File: src/rtl/uart_pkg.sv
// Shared types and constants for the UART receive path.
package uart_pkg;

  typedef enum logic [1:0] {
    IDLE,
    START,
    DATA,
    STOP
  } rx_state_t;

  localparam int OVERSAMPLE = 16;
  localparam int DATA_BITS  = 8;
  localparam int START_MID  = 8;

endpackage

File: src/rtl/uart_sync_fifo.sv
// Single-clock first-word-fall-through FIFO; the head entry is visible on rdata
// whenever the FIFO is not empty.
module uart_sync_fifo #(
  parameter int WIDTH = 8,
  parameter int DEPTH = 8
) (
  input  logic                   clk,
  input  logic                   rst_n,
  input  logic                   push,
  input  logic [WIDTH-1:0]       wdata,
  input  logic                   pop,
  output logic [WIDTH-1:0]       rdata,
  output logic                   full,
  output logic                   empty,
  output logic [$clog2(DEPTH):0] level
);

  localparam int AW = $clog2(DEPTH);

  logic [WIDTH-1:0] mem [DEPTH];
  logic [AW-1:0]    wr_ptr;
  logic [AW-1:0]    rd_ptr;
  logic [AW:0]      count;
  logic             do_push;
  logic             do_pop;

  // A pop frees a slot in the same cycle, so a full FIFO still accepts a push then.
  assign empty   = (count == '0);
  assign full    = (count == (AW+1)'(DEPTH));
  assign do_pop  = pop & ~empty;
  assign do_push = push & (~full | do_pop);
  assign level   = count;
  assign rdata   = empty ? '0 : mem[rd_ptr];

  always_ff @(posedge clk or negedge rst_n) begin
    if (!rst_n) begin
      wr_ptr <= '0;
      rd_ptr <= '0;
      count  <= '0;
    end else begin
      if (do_push) wr_ptr <= wr_ptr + 1'b1;
      if (do_pop)  rd_ptr <= rd_ptr + 1'b1;
      case ({do_push, do_pop})
        2'b10:   count <= count + 1'b1;
        2'b01:   count <= count - 1'b1;
        default: count <= count;
      endcase
    end
  end

  always_ff @(posedge clk) begin
    if (do_push) mem[wr_ptr] <= wdata;
  end

endmodule

File: src/rtl/uart_rx_fifo.sv
// 8N1 serial receiver with 16x oversampling, feeding a FWFT byte FIFO that is
// drained through a valid/ready handshake.
module uart_rx_fifo
  import uart_pkg::*;
#(
  parameter int BAUD_DIV   = 54,
  parameter int FIFO_DEPTH = 8
) (
  input  logic                        CLK,
  input  logic                        RESETN,
  input  logic                        RX,
  output logic [7:0]                  rx_data,
  output logic                        rx_valid,
  input  logic                        rx_ready,
  output logic                        frame_err,
  output logic                        overrun,
  output logic [$clog2(FIFO_DEPTH):0] rx_level
);

  localparam int BW = (BAUD_DIV > 1) ? $clog2(BAUD_DIV) : 1;

  rx_state_t            state, state_nx;
  logic                 rx_meta, rx_s;
  logic [BW-1:0]        baud_cnt, baud_cnt_nx;
  logic [3:0]           os_cnt, os_cnt_nx;
  logic [2:0]           bit_idx, bit_idx_nx;
  logic [DATA_BITS-1:0] shreg, shreg_nx;
  logic                 armed, armed_nx;
  logic                 push_pending, push_nx;
  logic                 fe_nx;
  logic                 tick;
  logic                 fifo_full, fifo_empty;

  assign tick     = (state != IDLE) && (baud_cnt == BW'(BAUD_DIV - 1));
  assign rx_valid = ~fifo_empty;

  always_ff @(posedge CLK or negedge RESETN) begin
    if (!RESETN) begin
      rx_meta <= 1'b1;
      rx_s    <= 1'b1;
    end else begin
      rx_meta <= RX;
      rx_s    <= rx_meta;
    end
  end

  always_ff @(posedge CLK or negedge RESETN) begin
    if (!RESETN) begin
      state        <= IDLE;
      baud_cnt     <= '0;
      os_cnt       <= '0;
      bit_idx      <= '0;
      shreg        <= '0;
      armed        <= 1'b0;
      push_pending <= 1'b0;
      frame_err    <= 1'b0;
      overrun      <= 1'b0;
    end else begin
      state        <= state_nx;
      baud_cnt     <= baud_cnt_nx;
      os_cnt       <= os_cnt_nx;
      bit_idx      <= bit_idx_nx;
      shreg        <= shreg_nx;
      armed        <= armed_nx;
      push_pending <= push_nx;
      frame_err    <= fe_nx;
      overrun      <= push_pending & fifo_full & ~(rx_valid & rx_ready);
    end
  end

  // Baud counter idles at zero so the first tick lands BAUD_DIV clocks after start detect.
  always_comb begin
    state_nx    = state;
    baud_cnt_nx = '0;
    os_cnt_nx   = os_cnt;
    bit_idx_nx  = bit_idx;
    shreg_nx    = shreg;
    armed_nx    = armed;
    push_nx     = 1'b0;
    fe_nx       = 1'b0;

    if (state != IDLE) baud_cnt_nx = tick ? '0 : baud_cnt + 1'b1;

    case (state)
      IDLE: begin
        os_cnt_nx = '0;
        if (armed && !rx_s) state_nx = START;
        else                armed_nx = armed | rx_s;
      end
      START: begin
        if (tick) begin
          if (os_cnt == 4'(START_MID - 1)) begin
            os_cnt_nx = '0;
            if (rx_s) begin
              state_nx = IDLE;
              armed_nx = 1'b1;
            end else begin
              state_nx   = DATA;
              bit_idx_nx = '0;
            end
          end else begin
            os_cnt_nx = os_cnt + 4'd1;
          end
        end
      end
      DATA: begin
        if (tick) begin
          if (os_cnt == 4'(OVERSAMPLE - 1)) begin
            os_cnt_nx         = '0;
            shreg_nx[bit_idx] = rx_s;
            if (bit_idx == 3'(DATA_BITS - 1)) state_nx = STOP;
            else                              bit_idx_nx = bit_idx + 3'd1;
          end else begin
            os_cnt_nx = os_cnt + 4'd1;
          end
        end
      end
      STOP: begin
        // A low stop bit leaves IDLE disarmed so a held-low line cannot retrigger.
        if (tick) begin
          if (os_cnt == 4'(OVERSAMPLE - 1)) begin
            os_cnt_nx = '0;
            state_nx  = IDLE;
            armed_nx  = rx_s;
            push_nx   = rx_s;
            fe_nx     = ~rx_s;
          end else begin
            os_cnt_nx = os_cnt + 4'd1;
          end
        end
      end
      default: state_nx = IDLE;
    endcase
  end

  uart_sync_fifo #(
    .WIDTH(DATA_BITS),
    .DEPTH(FIFO_DEPTH)
  ) u_fifo (
    .clk  (CLK),
    .rst_n(RESETN),
    .push (push_pending),
    .wdata(shreg),
    .pop  (rx_ready),
    .rdata(rx_data),
    .full (fifo_full),
    .empty(fifo_empty),
    .level(rx_level)
  );

endmodule

File: config.mk
export PLATFORM = sky130hd
export DESIGN_NAME = uart_rx_fifo
export DESIGN_NICKNAME = d
export VERILOG_FILES = /design/src/rtl/uart_pkg.sv /design/src/rtl/uart_sync_fifo.sv /design/src/rtl/uart_rx_fifo.sv
export SDC_FILE = /design/constraint.sdc
export NUM_CORES = 1
export LEC_CHECK = 0
export ABC_AREA = 1
export CAP_MARGIN = 10
export CORE_MARGIN = 3
export CORE_UTILIZATION = 60
export DETAILED_ROUTE_END_ITERATION = 8
export DONT_BUFFER_PORTS = 1
export HOLD_SLACK_MARGIN = 0.08
export PLACE_DENSITY_LB_ADDON = 0.25
export SETUP_SLACK_MARGIN = 0.1
export SLEW_MARGIN = 20
export SYNTH_ARGS = -nofsm -noshare
export SYNTH_HDL_FRONTEND = slang
export SYNTH_HIERARCHICAL = 1
export SYNTH_SLANG_ARGS = --single-unit
export TNS_END_PERCENT = 1
File: constraint.sdc
create_clock -name CLK -period 5.05 [get_ports CLK]
set_input_delay 0.2525 -clock CLK [delete_from_list [all_inputs] [get_ports CLK]]
set_output_delay 0.2525 -clock CLK [all_outputs]
set_load 0.01 [all_outputs]
[Word level (Yosys, flattened, before mapping)]
Memories as Yosys holds them, arrays and structs flattened.
Index checks and enable logic that the tools add are counted.
Storage, ports and cells
  register bits: 39
  RAM bits: 64
  input port bits: 4
  output and inout port bits: 15
  logic and storage cells: 117
  memories kept: 1
Memory list
  u_fifo.mem: words 8, width 8, rd ports 1, clocked after Yosys merged registers in 0, wr ports 1, RTL line uart_sync_fifo.sv:20  | logic [WIDTH-1:0] mem [DEPTH];
Operators by class
  add/sub/neg operators: 7
  $lt $le $gt $ge: 2
  eq/ne operators: 23
  muxes and demuxes: 44
  bitwise logic cells: 10
  reduce and logical (&&, ||, !) cells: 16
Operators by type and width (count)
  2-bit inequality test (second input constant): 12
  2-bit two-way mux: 9
  3-bit two-way mux: 6
  4-bit two-way mux: 4
  1-bit two-way mux: 15
  7-bit AND reduction: 2
  6-bit two-way mux: 2
  4-bit one-hot mux with 3 select lines: 1
  3-bit by 1-bit adder with 3-bit output (second input constant): 3
  4-bit by 1-bit adder with 4-bit output (second input constant): 2
  8-bit bitwise mux: 1
  4-bit equality test (second input constant): 2
  8-bit two-way mux: 1
  2-bit one-hot mux with 4 select lines: 1
  4-bit one-hot mux with 2 select lines: 1
  8-bit AND reduction: 1
  6-bit by 1-bit adder with 6-bit output (second input constant): 1
  2-bit equality test (second input constant): 3
  6-bit equality test (second input constant): 1
  3-bit one-hot mux with 2 select lines: 1
  2-bit nonzero test: 3
  1-bit AND: 4
  2-bit by 1-bit equality test with 1-bit output (second input constant): 2
  4-bit by 3-bit equality test with 1-bit output (second input constant): 1
  17 further kinds: 23

[Longest topological paths before layout]
  depth in word-level cells: 7
  depth in mapped cells: 12
  depth with buffers taken out: 12

[Modules after synthesis]
Netlist, hierarchy kept.
By module, submodules not included
  uart_sync_fifo: times used 1, cells an instance 272, area an instance 3160.5 um2, sequential area each 2172.1 um2
  uart_rx_fifo: times used 1, cells an instance 200, area an instance 1600.3 um2, sequential area each 728.2 um2

[Least setup slack after synthesis]
Ideal clock, no wire load.
  path type: register to register
  from: reg u_fifo.count[3] (netlist: u_fifo/level[3])
  to: mem u_fifo.mem[1][0], enable pin
  setup time: 383 ps
  data arrival time: 1483 ps
  data required time: 4667 ps
  slack: 3184 ps
  cell stages (with the launch flop): 7
  path buffers: 0
  period minus slack after synthesis: 1866 ps
  cell sequence: dfrtp_1 -> nor2_1 -> nand2_2 -> nand2_4 -> nand2_2 -> nand2_2 -> nor3_1
Between the ends
  cells in the longest elaborated chain, start to end: 7
  elaborated cells between the ends (all ways): 9
  those cells by class: 1 x eq/ne; 2 x mux; 5 x bitwise; 1 x reduce/logical
RTL lines
  start, declared: RTL line uart_sync_fifo.sv:23  | logic [AW:0] count;
  start signal, assigned: RTL line uart_sync_fifo.sv:44  | 2'b10: count <= count + 1'b1;
  start signal, assigned: RTL line uart_sync_fifo.sv:45  | 2'b01: count <= count - 1'b1;
  start signal, assigned: RTL line uart_sync_fifo.sv:46  | default: count <= count;
  4-bit zero test: RTL line uart_sync_fifo.sv:28  | assign empty = (count == '0);
  1-bit NOT: RTL line uart_sync_fifo.sv:30  | assign do_pop = pop & ~empty;
  1-bit AND: RTL line uart_sync_fifo.sv:30
  1-bit OR *: RTL line uart_sync_fifo.sv:31  | assign do_push = push & (~full | do_pop);
  1-bit AND *: RTL line uart_sync_fifo.sv:31
  1-bit two-way mux *: RTL line uart_sync_fifo.sv:52  | if (do_push) mem[wr_ptr] <= wdata;
  1-bit two-way mux (implied by the code) *: RTL line uart_sync_fifo.sv:52
  end, declared: RTL line uart_sync_fifo.sv:20
Every way passes the cells marked *; elsewhere a longest branch is shown, timed or not.

[Worst setup path in the final report]
  from: reg u_fifo.count[3] (netlist: u_fifo/level[3])
  to: mem u_fifo.mem[7][4], enable pin
Same word-level chain as after synthesis.

==> flow_summary.ini <==
[synthesis]
synth_compound_area_share_pct = 7.91
synthCells = 472
syn_area_mm2 = 0.00476
async_reset_ff_share_pct = 37.9
avgSynthCellArea_um2 = 10.1
ys_seq_area_share_pct = 60.9
synthAdderAreaFrac_pct = 2.79
synth_top_family_by_area = simple AND/OR/NAND/NOR gates
synthMuxAreaShare_pct = 0.237
ys_ff_latch = 103
synth_edf_count = 64
synth_fp_nets = 486
synthXorXnorAreaFrac_pct = 1.66
synthSimpleGateAreaFrac_pct = 21.1
yosys_warnings = 6
synth_flop_cell = edfxtp_1
ys_types = 34

[worst_setup_path]
cpMaxStageDelayCell = nor3_1
worstPathMaxFanout = 11
cp_top_family = simple AND/OR/NAND/NOR gates
critical_path_class = register to register
required_ns = 5.04
worstPathArrival_ns = 2.35
cpMostUsedCell = nand2_2
cp_cell_sequence = nor2_1, nand2_2, nand2_4, nand2_2, nand2_2, nor3_1
start_kind = register
end_kind = register
critPathBufInv = 0
cp_slowest_stage_delay_ns = 0.81

[detailed_routing]
first_pass_iters = 5
drt_iter0_drc = 352
ant_nets = 0
via_per_inst = 5.63
post-route-drc-count = 0
routed-via-count = 3249
wire_per_inst_um = 15.5
wl_um = 8970

[sta]
max_slew.worst_pin.slew_ns = 1.02
slew_headroom_pct = 31.7
tns_ns = 0
fin_skew_ns = 0.00958
hold_violations = 0
fin_ws_ns = 2.69
min_period_ns = 2.36
period_share_pct = 46.8
fmax_mhz = 423
hold_ws_ns = 0.116
slew_viol_final = 0
rsz0062_at_grt = no
setup_viol = 0

[job]
max-cap-violations = 0

[cts]
ctsResizeCount = 0
htreeDepth = 3
post_cts.repair.setup_buffers = 0
clkSinkCount = 103
cts_tree = done
holdBufCountCts = 4
cts-root-buf = clkbuf_8
clk_latency_ns = 0.37
cts_buffers = 9
clk_path_buf_depth = 2
path_clk_slew_ns = 0.09

[die]
io_pins = 19
die_w_um = 95.1
dieArea_mm2 = 0.00904
core_mm2 = 0.00749
num_rows = 31
start_util_pct = 63.6
fp.dieH_um = 95.1

[layout]
num_antenna_cells = 0
area_growth_pct = 6.12
drive_above_1_share_pct = 9.00
final_cells = 577
utilization_pct = 67.5
nets = 487

[pwr]
vdd.ir_drop.worst_v = 0.000360
p_leak_nw = 2.24
powerDensity_mw_per_mm2 = 474

[global_route]
grt_pass1_vias = 3034
antenna_found_initial = 0
grt_pass1_wl_um = 14900
grt_max_degree = 40
grt_overflow = 0
grt.total_usage_pct = 22.1

[hold_path]
hold_path_class = input pin to register

[placement]
hpwl_um = 6070
dp.cells = 557
portBuffers = 0
dp_worst_setup_slack_ns = 2.71
place.gp.congestion = 0.863

[run_status]
status = finished clean
==> stage by stage <==
| stage | area, um2 | total power [mW] |
|---|---|---|
| final | 5050 | 2.39 |
| after global routing | 5050 | 2.58 |
| after CTS | 5050 | 2.41 |
| after detailed placement | 4800 | 1.88 |
| after global placement | 4800 | 1.86 |
| after floorplan | 4760 | 1.73 |
==> routing by layer <==
layer	GRT usage, %	share of wire (%)	wire length, um	vias up
li1	-	-	-	1594
met1	29.9	45	4050	1542
met2	36.3	48	4280	98
met3	3.79	5.6	503	15
met4	7.57	1.5	136	0
met5	0	0	0	-
==> worst paths after layout <==
path                                        startpoint                      endpoint  slack (ns)  cells after the start
setup / recovery           u_fifo/level[3]$_DFFE_PN0P_    u_fifo/mem[7][4]$_DFFE_PP_        2.69                      6
hold / removal                                rx_ready  u_fifo/rd_ptr[0]$_DFFE_PN0N_        0.12                      2
setup reg to reg           u_fifo/level[3]$_DFFE_PN0P_    u_fifo/mem[7][4]$_DFFE_PP_        2.69                      6
hold reg to reg                      rx_meta$_DFF_PN1_                rx_s$_DFF_PN1_        0.36                      0
max in group asynchronous                       RESETN                rx_s$_DFF_PN1_        4.46                      2
min in group asynchronous                       RESETN         os_cnt[0]$_DFFE_PN0P_        0.33                      2
==> worst register-to-register path, cell delays in order (launching register included) <==
cell	delay (ns)
dfrtp_1	0.49
nor2_1	0.10
nand2_2	0.21
nand2_4	0.14
nand2_2	0.12
nand2_2	0.12
nor3_1	0.81
==> cells in the final DEF (no fill, tap or decap), types with 2 or more instances in the layout <==
cell type / instances
o21ai_1: 36
nor3_1: 6
nand2_1: 65
dfrtp_1: 37
a21oi_1: 7
edfxtp_1: 64
ha_1: 9
nor2_4: 2
nand3_4: 2
dlygate4sd3_1: 3
dfstp_2: 2
inv_6: 3
clkbuf_8: 9
o21ai_0: 29
nand4_1: 14
nor2_8: 2
inv_1: 37
xnor2_1: 3
inv_2: 5
nand2_2: 4
xor2_1: 6
nand3_1: 24
nand2_4: 2
nand3_2: 2
nor2_1: 92
==> report_power, final <==
part           switching, mW  internal [mW]
combinational          0.540          0.267
sequential             0.127          0.944
clock                  0.282          0.234
total                  0.949           1.44
==> sequential cells by signal, indices dropped and copies added, names as in the netlist, named ones only <==
register and cells:
frame_err 1, rx_meta 1, state 1, bit_idx 3, baud_cnt 6, overrun 1
u_fifo/rd_ptr 3, u_fifo/mem 64, armed 1, shreg 8, os_cnt 4, rx_s 1
u_fifo/wr_ptr 3, push_pending 1, u_fifo/level 4
==> cell usage after synthesis (7+ instances only) <==
library cell | number | share of area (%)
buf_2 | 9 | 0.95
nand4_1 | 14 | 1.8
nand2_1 | 65 | 5.1
edfxtp_1 | 64 | 40
a21oi_1 | 7 | 0.74
o21ai_1 | 36 | 3.8
o21ai_0 | 29 | 3.0
ha_1 | 9 | 2.4
dfrtp_1 | 37 | 19
nand3_1 | 24 | 2.5
inv_1 | 37 | 2.9
nor2_1 | 92 | 7.3
==> final cells by class <==
type	count	area, um2
flip-flops and latches	103	2900
fillers	542	2430
multi-input cells	311	1610
inverters	43	164
clock buffers	9	124
well taps	99	124
clock inverters	7	77.6
repair buffers	5	57.6
==> cells by family after synthesis <==
family	count (synthesis)
compound gates	74
xor+xnor	9
fa+ha+maj	10
buf+inv	58
flops	103
mux	1
simple gates	217
Power figures use the tool's default switching activity.
